--- src/rtl/branch_predictor.sv ---
// branch_predictor
//
// Branch target buffer with per-entry saturating direction counters. It sits
// beside the fetch stage and produces a predicted next PC combinationally in
// the same cycle as the fetch. The decode stage trains it with resolved
// branches. Two saturating performance counters track lookups and
// mispredictions.
//
// PCs are halfword aligned:
//   index = pc[IDX_W:1]
//   tag   = pc[ADDR_W-1:IDX_W+1]
//   pc[0] is ignored.
//
// Ports
//   clk                in   clock, rising edge
//   rst_n              in   synchronous active-low reset
//   lookup_valid       in   fetch presents lookup_pc this cycle
//   lookup_pc          in   PC being fetched
//   pred_hit           out  a valid entry matches lookup_pc
//   pred_taken         out  prediction is taken
//   pred_target        out  predicted next PC
//   update_valid       in   resolved branch reported this cycle
//   update_pc          in   PC of the resolved branch
//   update_taken       in   actual outcome
//   update_target      in   actual target
//   update_mispredict  in   earlier prediction for this branch was wrong
//   clear              in   invalidate all entries (update dropped)
//   lookup_cnt         out  saturating count of lookup_valid cycles
//   mispred_cnt        out  saturating count of mispredicting updates
module branch_predictor #(
    parameter int ADDR_W  = 16,
    parameter int ENTRIES = 16,
    parameter int CTR_W   = 2,
    parameter int PERF_W  = 16
) (
    input  logic              clk,
    input  logic              rst_n,
    input  logic              lookup_valid,
    input  logic [ADDR_W-1:0] lookup_pc,
    output logic              pred_hit,
    output logic              pred_taken,
    output logic [ADDR_W-1:0] pred_target,
    input  logic              update_valid,
    input  logic [ADDR_W-1:0] update_pc,
    input  logic              update_taken,
    input  logic [ADDR_W-1:0] update_target,
    input  logic              update_mispredict,
    input  logic              clear,
    output logic [PERF_W-1:0] lookup_cnt,
    output logic [PERF_W-1:0] mispred_cnt
);

    localparam int IDX_W = $clog2(ENTRIES);
    localparam int TAG_W = ADDR_W - IDX_W - 1;

    // Allocation starts weakly taken; reset leaves counters weakly not-taken.
    localparam logic [CTR_W-1:0] CTR_WT  = {1'b1, {(CTR_W-1){1'b0}}};
    localparam logic [CTR_W-1:0] CTR_WNT = {1'b0, {(CTR_W-1){1'b1}}};

    function automatic logic [CTR_W-1:0] ctr_sat_inc(input logic [CTR_W-1:0] c);
        return (&c) ? c : c + 1'b1;
    endfunction

    function automatic logic [CTR_W-1:0] ctr_sat_dec(input logic [CTR_W-1:0] c);
        return (c == '0) ? c : c - 1'b1;
    endfunction

    function automatic logic [PERF_W-1:0] perf_sat_inc(input logic [PERF_W-1:0] c);
        return (&c) ? c : c + 1'b1;
    endfunction

    logic [ENTRIES-1:0] r_valid;
    logic [TAG_W-1:0]   r_tag    [ENTRIES];
    logic [ADDR_W-1:0]  r_target [ENTRIES];
    logic [CTR_W-1:0]   r_ctr    [ENTRIES];
    logic [PERF_W-1:0]  r_lookup_cnt;
    logic [PERF_W-1:0]  r_mispred_cnt;

    logic [IDX_W-1:0]   w_lk_idx;
    logic [TAG_W-1:0]   w_lk_tag;
    logic [IDX_W-1:0]   w_up_idx;
    logic [TAG_W-1:0]   w_up_tag;
    logic               w_up_hit;
    logic               w_up_apply;
    logic               w_unused;

    assign w_lk_idx = lookup_pc[IDX_W:1];
    assign w_lk_tag = lookup_pc[ADDR_W-1:IDX_W+1];
    assign w_up_idx = update_pc[IDX_W:1];
    assign w_up_tag = update_pc[ADDR_W-1:IDX_W+1];
    assign w_unused = update_pc[0];

    // Lookup reads the registered table only, so a same-cycle update is not
    // bypassed and the lookup sees pre-update state.
    assign pred_hit    = lookup_valid & r_valid[w_lk_idx] & (r_tag[w_lk_idx] == w_lk_tag);
    assign pred_taken  = pred_hit & r_ctr[w_lk_idx][CTR_W-1];
    assign pred_target = pred_taken ? r_target[w_lk_idx] : lookup_pc + ADDR_W'(2);

    assign w_up_hit   = r_valid[w_up_idx] & (r_tag[w_up_idx] == w_up_tag);
    // clear outranks update, so an update in a clear cycle is dropped.
    assign w_up_apply = update_valid & ~clear;

    always_ff @(posedge clk) begin
        if (!rst_n) begin
            r_valid <= '0;
            for (int i = 0; i < ENTRIES; i++) begin
                r_ctr[i] <= CTR_WNT;
            end
        end else if (clear) begin
            r_valid <= '0;
        end else if (update_valid) begin
            if (w_up_hit) begin
                r_ctr[w_up_idx] <= update_taken ? ctr_sat_inc(r_ctr[w_up_idx])
                                                : ctr_sat_dec(r_ctr[w_up_idx]);
            end else if (update_taken) begin
                r_valid[w_up_idx] <= 1'b1;
                r_ctr[w_up_idx]   <= CTR_WT;
            end
        end
    end

    // Tag/target carry no reset. A taken update writes both: on a hit the tag
    // is unchanged, on a miss it is the allocation.
    always_ff @(posedge clk) begin
        if (rst_n && w_up_apply && update_taken) begin
            r_tag[w_up_idx]    <= w_up_tag;
            r_target[w_up_idx] <= update_target;
        end
    end

    // Performance counters keep counting through clear cycles.
    always_ff @(posedge clk) begin
        if (!rst_n) begin
            r_lookup_cnt  <= '0;
            r_mispred_cnt <= '0;
        end else begin
            if (lookup_valid) begin
                r_lookup_cnt <= perf_sat_inc(r_lookup_cnt);
            end
            if (update_valid && update_mispredict) begin
                r_mispred_cnt <= perf_sat_inc(r_mispred_cnt);
            end
        end
    end

    assign lookup_cnt  = r_lookup_cnt;
    assign mispred_cnt = r_mispred_cnt;

endmodule
--- config.mk ---
export PLATFORM = sky130hd
export DESIGN_NAME = branch_predictor
export DESIGN_NICKNAME = d
export VERILOG_FILES = /design/src/rtl/branch_predictor.sv
export SDC_FILE = /design/constraint.sdc
export NUM_CORES = 1
export LEC_CHECK = 0
export ABC_AREA = 1
export CAP_MARGIN = 20
export CORE_UTILIZATION = 50
export CTS_CLUSTER_DIAMETER = 80
export CTS_CLUSTER_SIZE = 16
export DETAILED_ROUTE_END_ITERATION = 6
export GPL_ROUTABILITY_DRIVEN = 0
export PLACE_DENSITY = 0.79
export REMOVE_ABC_BUFFERS = 1
export SYNTH_ARGS = -nofsm -noshare
export SYNTH_HDL_FRONTEND = slang
export SYNTH_SLANG_ARGS = --single-unit
--- constraint.sdc ---
create_clock -name clk -period 3.9 [get_ports clk]
set_input_delay 0.78 -clock clk [delete_from_list [all_inputs] [get_ports clk]]
set_output_delay 0.78 -clock clk [all_outputs]
set_load 0.05 [all_outputs]
After elaboration in Yosys (flattened, before gate mapping)
Memory sizes are Yosys's and may differ from the RTL's.
Cells that the tools add are included.
{"block": "totals", "ff_bits": 48, "ram_bits": 464, "out_inout_bits": 50, "word_cells": 69, "n_memories": 3}
{"name": "r_target", "words": 16, "width": 16, "read_ports": 1, "rd_clocked_by_memory_dff": 0, "wr": 1, "line_no": "74", "rtl": "logic [ADDR_W-1:0] r_target [ENTRIES];"}
{"name": "r_tag", "words": 16, "width": 11, "read_ports": 2, "rd_clocked_by_memory_dff": 0, "wr": 1, "line_no": "73", "rtl": "logic [TAG_W-1:0] r_tag [ENTRIES];"}
{"name": "r_ctr", "words": 16, "width": 2, "read_ports": 2, "rd_clocked_by_memory_dff": 0, "wr": 16, "line_no": "75", "rtl": "logic [CTR_W-1:0] r_ctr [ENTRIES];"}
{"block": "classes", "add_sub_neg": 5, "magnitude_cmp": 3, "eq_ne": 2, "n_mux": 28, "bitwise_logic": 12, "n_reduce_logical": 13}
{"cell": "16-bit by 1-bit adder with 16-bit output, second input constant", "n": 2}
{"cell": "16-bit AND reduction", "n": 2}
{"cell": "11-bit == test", "n": 2}
{"cell": "1-bit 2-to-1 mux", "n": 18}
{"cell": "16-bit by 2-bit adder with 16-bit output, second input constant", "n": 1}
{"cell": "16-bit 2-to-1 mux", "n": 1}
{"cell": "16-bit bitwise OR", "n": 1}
{"cell": "4-bit by 5-bit < comparator with 1-bit output, second input constant", "n": 2}
{"cell": "2-bit 2-to-1 mux", "n": 5}
{"cell": "1-bit binary-select mux with 4-bit select", "n": 2}
{"cell": "2-bit AND reduction", "n": 3}
{"cell": "1-bit AND", "n": 5}
{"cell": "1-bit NOT", "n": 5}
{"cell": "1-bit demux with 4-bit select", "n": 1}
{"cell": "4-bit by 1-bit greater-or-equal comparator with 1-bit output, second input constant", "n": 1}
{"cell": "1-bit logical AND", "n": 4}
{"cell": "4-bit 2-to-1 mux", "n": 1}
{"cell": "2-bit OR reduction", "n": 2}
{"cell": "3-bit AND reduction", "n": 1}
{"cell": "2-bit by 1-bit adder with 2-bit output, second input constant", "n": 1}
{"cell": "2-bit logical NOT", "n": 1}
{"cell": "2-bit by 1-bit subtractor with 2-bit output, second input constant", "n": 1}
{"cell": "1-bit bitwise OR", "n": 1}

Logic depth before layout (Yosys ltp)
{"block": "depth", "ltp_word": 11, "mapped_depth": 21}

Least setup slack after synthesis
OpenSTA, ideal clock, no wires.
{"block": "synth_timing", "kind": "input -> output", "from": "input lookup_pc[1]", "to": "output pred_hit", "arrival_ps": 3345, "t_required_ps": 3120, "path_slack_ps": -225, "stages": 12, "path_buffers": 3, "cell_sequence": "buf_4 inv_4 buf_4 buf_4 nor2_1 o211ai_1 nand3_1 nand2_1 nand2_1 nand2_1 nand2_1 nor4_1"}
{"block": "synth_via", "elab_chain_cells": 4}
{"item": "start, declared", "line_no": "39", "rtl": "input logic [ADDR_W-1:0] lookup_pc,"}
{"item": "branches (longest 3 deep; another with memory read 16 x 11 bit)"}
{"item": "1-bit AND (*)", "line_no": "95", "rtl": "assign pred_hit = lookup_valid & r_valid[w_lk_idx] & (r_tag[w_lk_idx] == w_lk_tag);"}
{"item": "end, declared", "line_no": "40", "rtl": "output logic pred_hit,"}
Mark *: on every way between the ends. The select of a mux whose other input is x is not followed.

Worst setup path in the final report
{"block": "layout_timing", "from": "input lookup_pc[1]", "to": "output pred_target[1]"}
{"block": "layout_via", "elab_chain_cells": 6}
{"item": "branches (longest 5 deep; another with memory read 16 x 11 bit)"}
{"item": "16-bit 2-to-1 mux (*)", "line_no": "97", "rtl": "assign pred_target = pred_taken ? r_target[w_lk_idx] : lookup_pc + ADDR_W'(2);"}
{"item": "end, declared", "line_no": "42", "rtl": "output logic [ADDR_W-1:0] pred_target,"}
Marks and branches as above.

==> results.md <==
- Die ar.: approximately 49000 um2
- Average cell area after synthesis: 9.572 um2
- Reg2Reg Setup Slack: 1440 ps
- Vias per cell: around 6
- Fin nets: between 2000 and 3000
- Vias: 20030
- Final Instance Area: about 28000 um2
- Vias in the first global route: approximately 19000
- Warnings from Yosys: 0
- #FFs+latches synth: between 500 and 600
- Crit end category: output port
- # DRC: 0
- Post-synth top area share: 0.5792
- Cell Area, Placed: around 27000 um2
- Largest net degree at the start of global routing: just under 60
- Worst-Skew Late Latency: 590 ps
- CP Class: primary input to output port
- Clock root cell: clkbuf_16
- Worst VDD drop: ~280 uV
- Most frequent cells in the layout: 661 x nand2_1, 464 x edfxtp_1, 305 x nor2_1
- Status: finished clean
- Relative slew slack: 0.5044
- Worst Hold Path EP: r_valid[10]
- Hold_sp: r_valid[10]
- Initial antenna violation count: 1
- Maximum fanout along the worst path: 24
- Worst Hold Class: flip-flop to flip-flop
- Leak pwr: about 11 nW
- Starting density of the core: 0.5049
- FF-to-FF Start: r_tag[9][1]
- Die width: 221.3 um
- Final hold vios: 0
- Count of input and output buffers: 103
- Register area share after synthesis: 0.6192
- Yosys cell types: 48
- Mapped Cells: roughly 2500
- Top cells by area, synth: edfxtp_1 58%, nand2_1 10%, o21ai_0 5.3%
- Fin. max-slew vios: 0
- Clock-pin slew on the worst setup and hold paths: 70 ps
- Setup TNS: 0 ps
- Drt total wl: 73840 um
- # hold bufs at CTS: 0
- Cell Rows: 80
- EDFF count, synth: 464
- Most common cell after layout, fill and taps aside: nand2_1
- CP startpoint kind: primary input
- H-tree depth: 2
- Tmin final: roughly 3900 ps
- Crit path DAT: around 3000 ps
- Layout cells sized above 1: 0.1098
- First-pass GRT wire length: 107900 um
- Placed wire-length estimate: between 40000 and 50000 um
- Critical Path RT: around 3100 ps
- Pwr/cell area: roughly 390 nW/um2
- Top FF cell, synth: edfxtp_1
- FF-to-FF path depth: 15
- Hold depth: 2
- Setup-failing EPs final: 0
- Ys async rst share: 0
- TritonCTS Buffers: 37
- Core Region: about 48000 um2
- Clock skew: 22.99 ps
- Largest area contributor in the netlist: edfxtp_1
- Period Utilization, post-route: 0.9921
- Avg WL per Cell: 22.42 um
- Synthesized area: 24060 um2
- First-pass iteration count of the detailed router: 6
- CTS tree: yes
- Reg2reg end: r_ctr[9][1]
- I/O pin count: ~110
- Fill cells: 3708
- Clock Sinks: ~500
- Total grt overflow: 0
- Area growth from synthesis to layout: 17.31%
- Worst-margin pin slew: around 740 ps
- Tot Pwr: around 0.011 W
- Max Cap Violations: 0
- Global Route Usage Sum: 0.2875
- Die Ht: between 200 and 250 um
- DR iter-0 viols: 3140
- Highest clock rate: between 200 and 300 MHz
- Final ANT Viol Nets: 0
- Maximum clock path buffer count: 3
==> power by group <==
group	internal, W	switching, W	leakage, nW
clock network	0.00179	0.00186	0.497
logic	0.000425	0.000825	5.45
registers	0.00600	0.0000141	4.56
==> cells in the mapped netlist (2+ instances only) <==
cell type and n:
nand2_1 667, o211ai_1 26, inv_1 167, or2_2 2, nor4_1 5, o211a_1 4
nor2_2 4, nor2_1 325, a21oi_1 55, o21bai_1 4, ha_1 3, buf_6 15
nand2_2 2, nand3_1 112, o221ai_1 22, nor3b_1 3, inv_2 3, buf_2 55
o22ai_1 59, nor3_1 19, xor2_1 12, nand4_1 15, dfxtp_1 48, buf_4 14
o21ai_1 45, a211oi_1 3, nand3_2 4, a22oi_1 9, o21a_1 2, buf_1 3
nand2_4 3, o21ai_0 254, a221oi_1 13, a31oi_1 2, clkbuf_1 58, edfxtp_1 464
==> repair_timing <==
item                       in CTS  in global routing
setup endpoints to repair      18                 18
pin swaps                       0                 11
gates cloned                    0                  9
buffers inserted                0                 10
resized for setup               5                 63
==> sequential cells by signal, summed over array words and instances, names as in the netlist <==
name         flops
r_tag          176
r_valid         16
r_target       256
lookup_cnt      16
mispred_cnt     16
r_ctr           32
==> stage by stage <==
stage	setup WS [ps]	hold WS, ps	cells	util
finish	30.92	488.9	3294	0.5923
global route	-61.58	511.6	3294	0.5923
CTS	25.09	489.2	3274	0.5813
detailed placement	-245.4	478.9	3224	0.5595
global placement	-261.5	469.4	3224	0.5595
floorplan	-1046	462.0	2366	-
==> worst max path at each step <==
stage / from / end / slack [ps]
2_1_floorplan: lookup_pc[1] / pred_target[0] / -1050
3_3_place_gp: lookup_pc[4] / pred_target[13] / -260
3_5_place_dp: lookup_pc[4] / pred_target[8] / -250
4_1_cts: lookup_pc[4] / pred_target[1] / 30
5_1_grt: lookup_pc[1] / pred_target[1] / -60
6_report: lookup_pc[1] / pred_target[1] / 30
==> layer usage <==
layer,global-route usage,wire [um],up-vias
li1,-,-,8926
met1,0.3662,25880,9385
met2,0.4664,34730,1446
met3,0.06387,9397,269
met4,0.1390,3830,0
met5,0,0,-
==> worst max-delay path, stage by stage <==
cell	delay (ps)
buf_16	150
buf_16	190
buf_4	190
a21oi_1	70
a22oi_1	410
o21ai_0	130
a31oi_1	160
buf_4	170
nand3_4	160
clkbuf_16	250
o21ai_2	200
buf_12	170
==> area by class of cell <==
type / count / area, um2 / area share
Multi-Input combinational cell: 1682 / 8010 / 0.2839
Tap cell: 615 / 769.5 / 0.02727
Sequential cell: 512 / 14890 / 0.5278
Inverter: 172 / 664.4 / 0.02354
Clock buffer: 48 / 988.4 / 0.03503
Antenna cell: 1 / 2.502 / 0.00008868
Timing Repair Buffer: 262 / 2854 / 0.1011
Clock inverter: 2 / 36.28 / 0.001286
==> cells by family (layout without fill, tap and decap cells) <==
group           Yosys count  count (layout)  share of synthesized area
buf+inv                 319             484                    0.06013
compound gates          500             500                     0.1187
other cells               0               1                          0
simple gates           1167            1167                     0.1960
fa+ha+maj                 3               3                   0.001561
flops                   512             512                     0.6192
xor+xnor                 12              12                   0.004369
No activity file was read; power rests on OpenSTA's default activity.
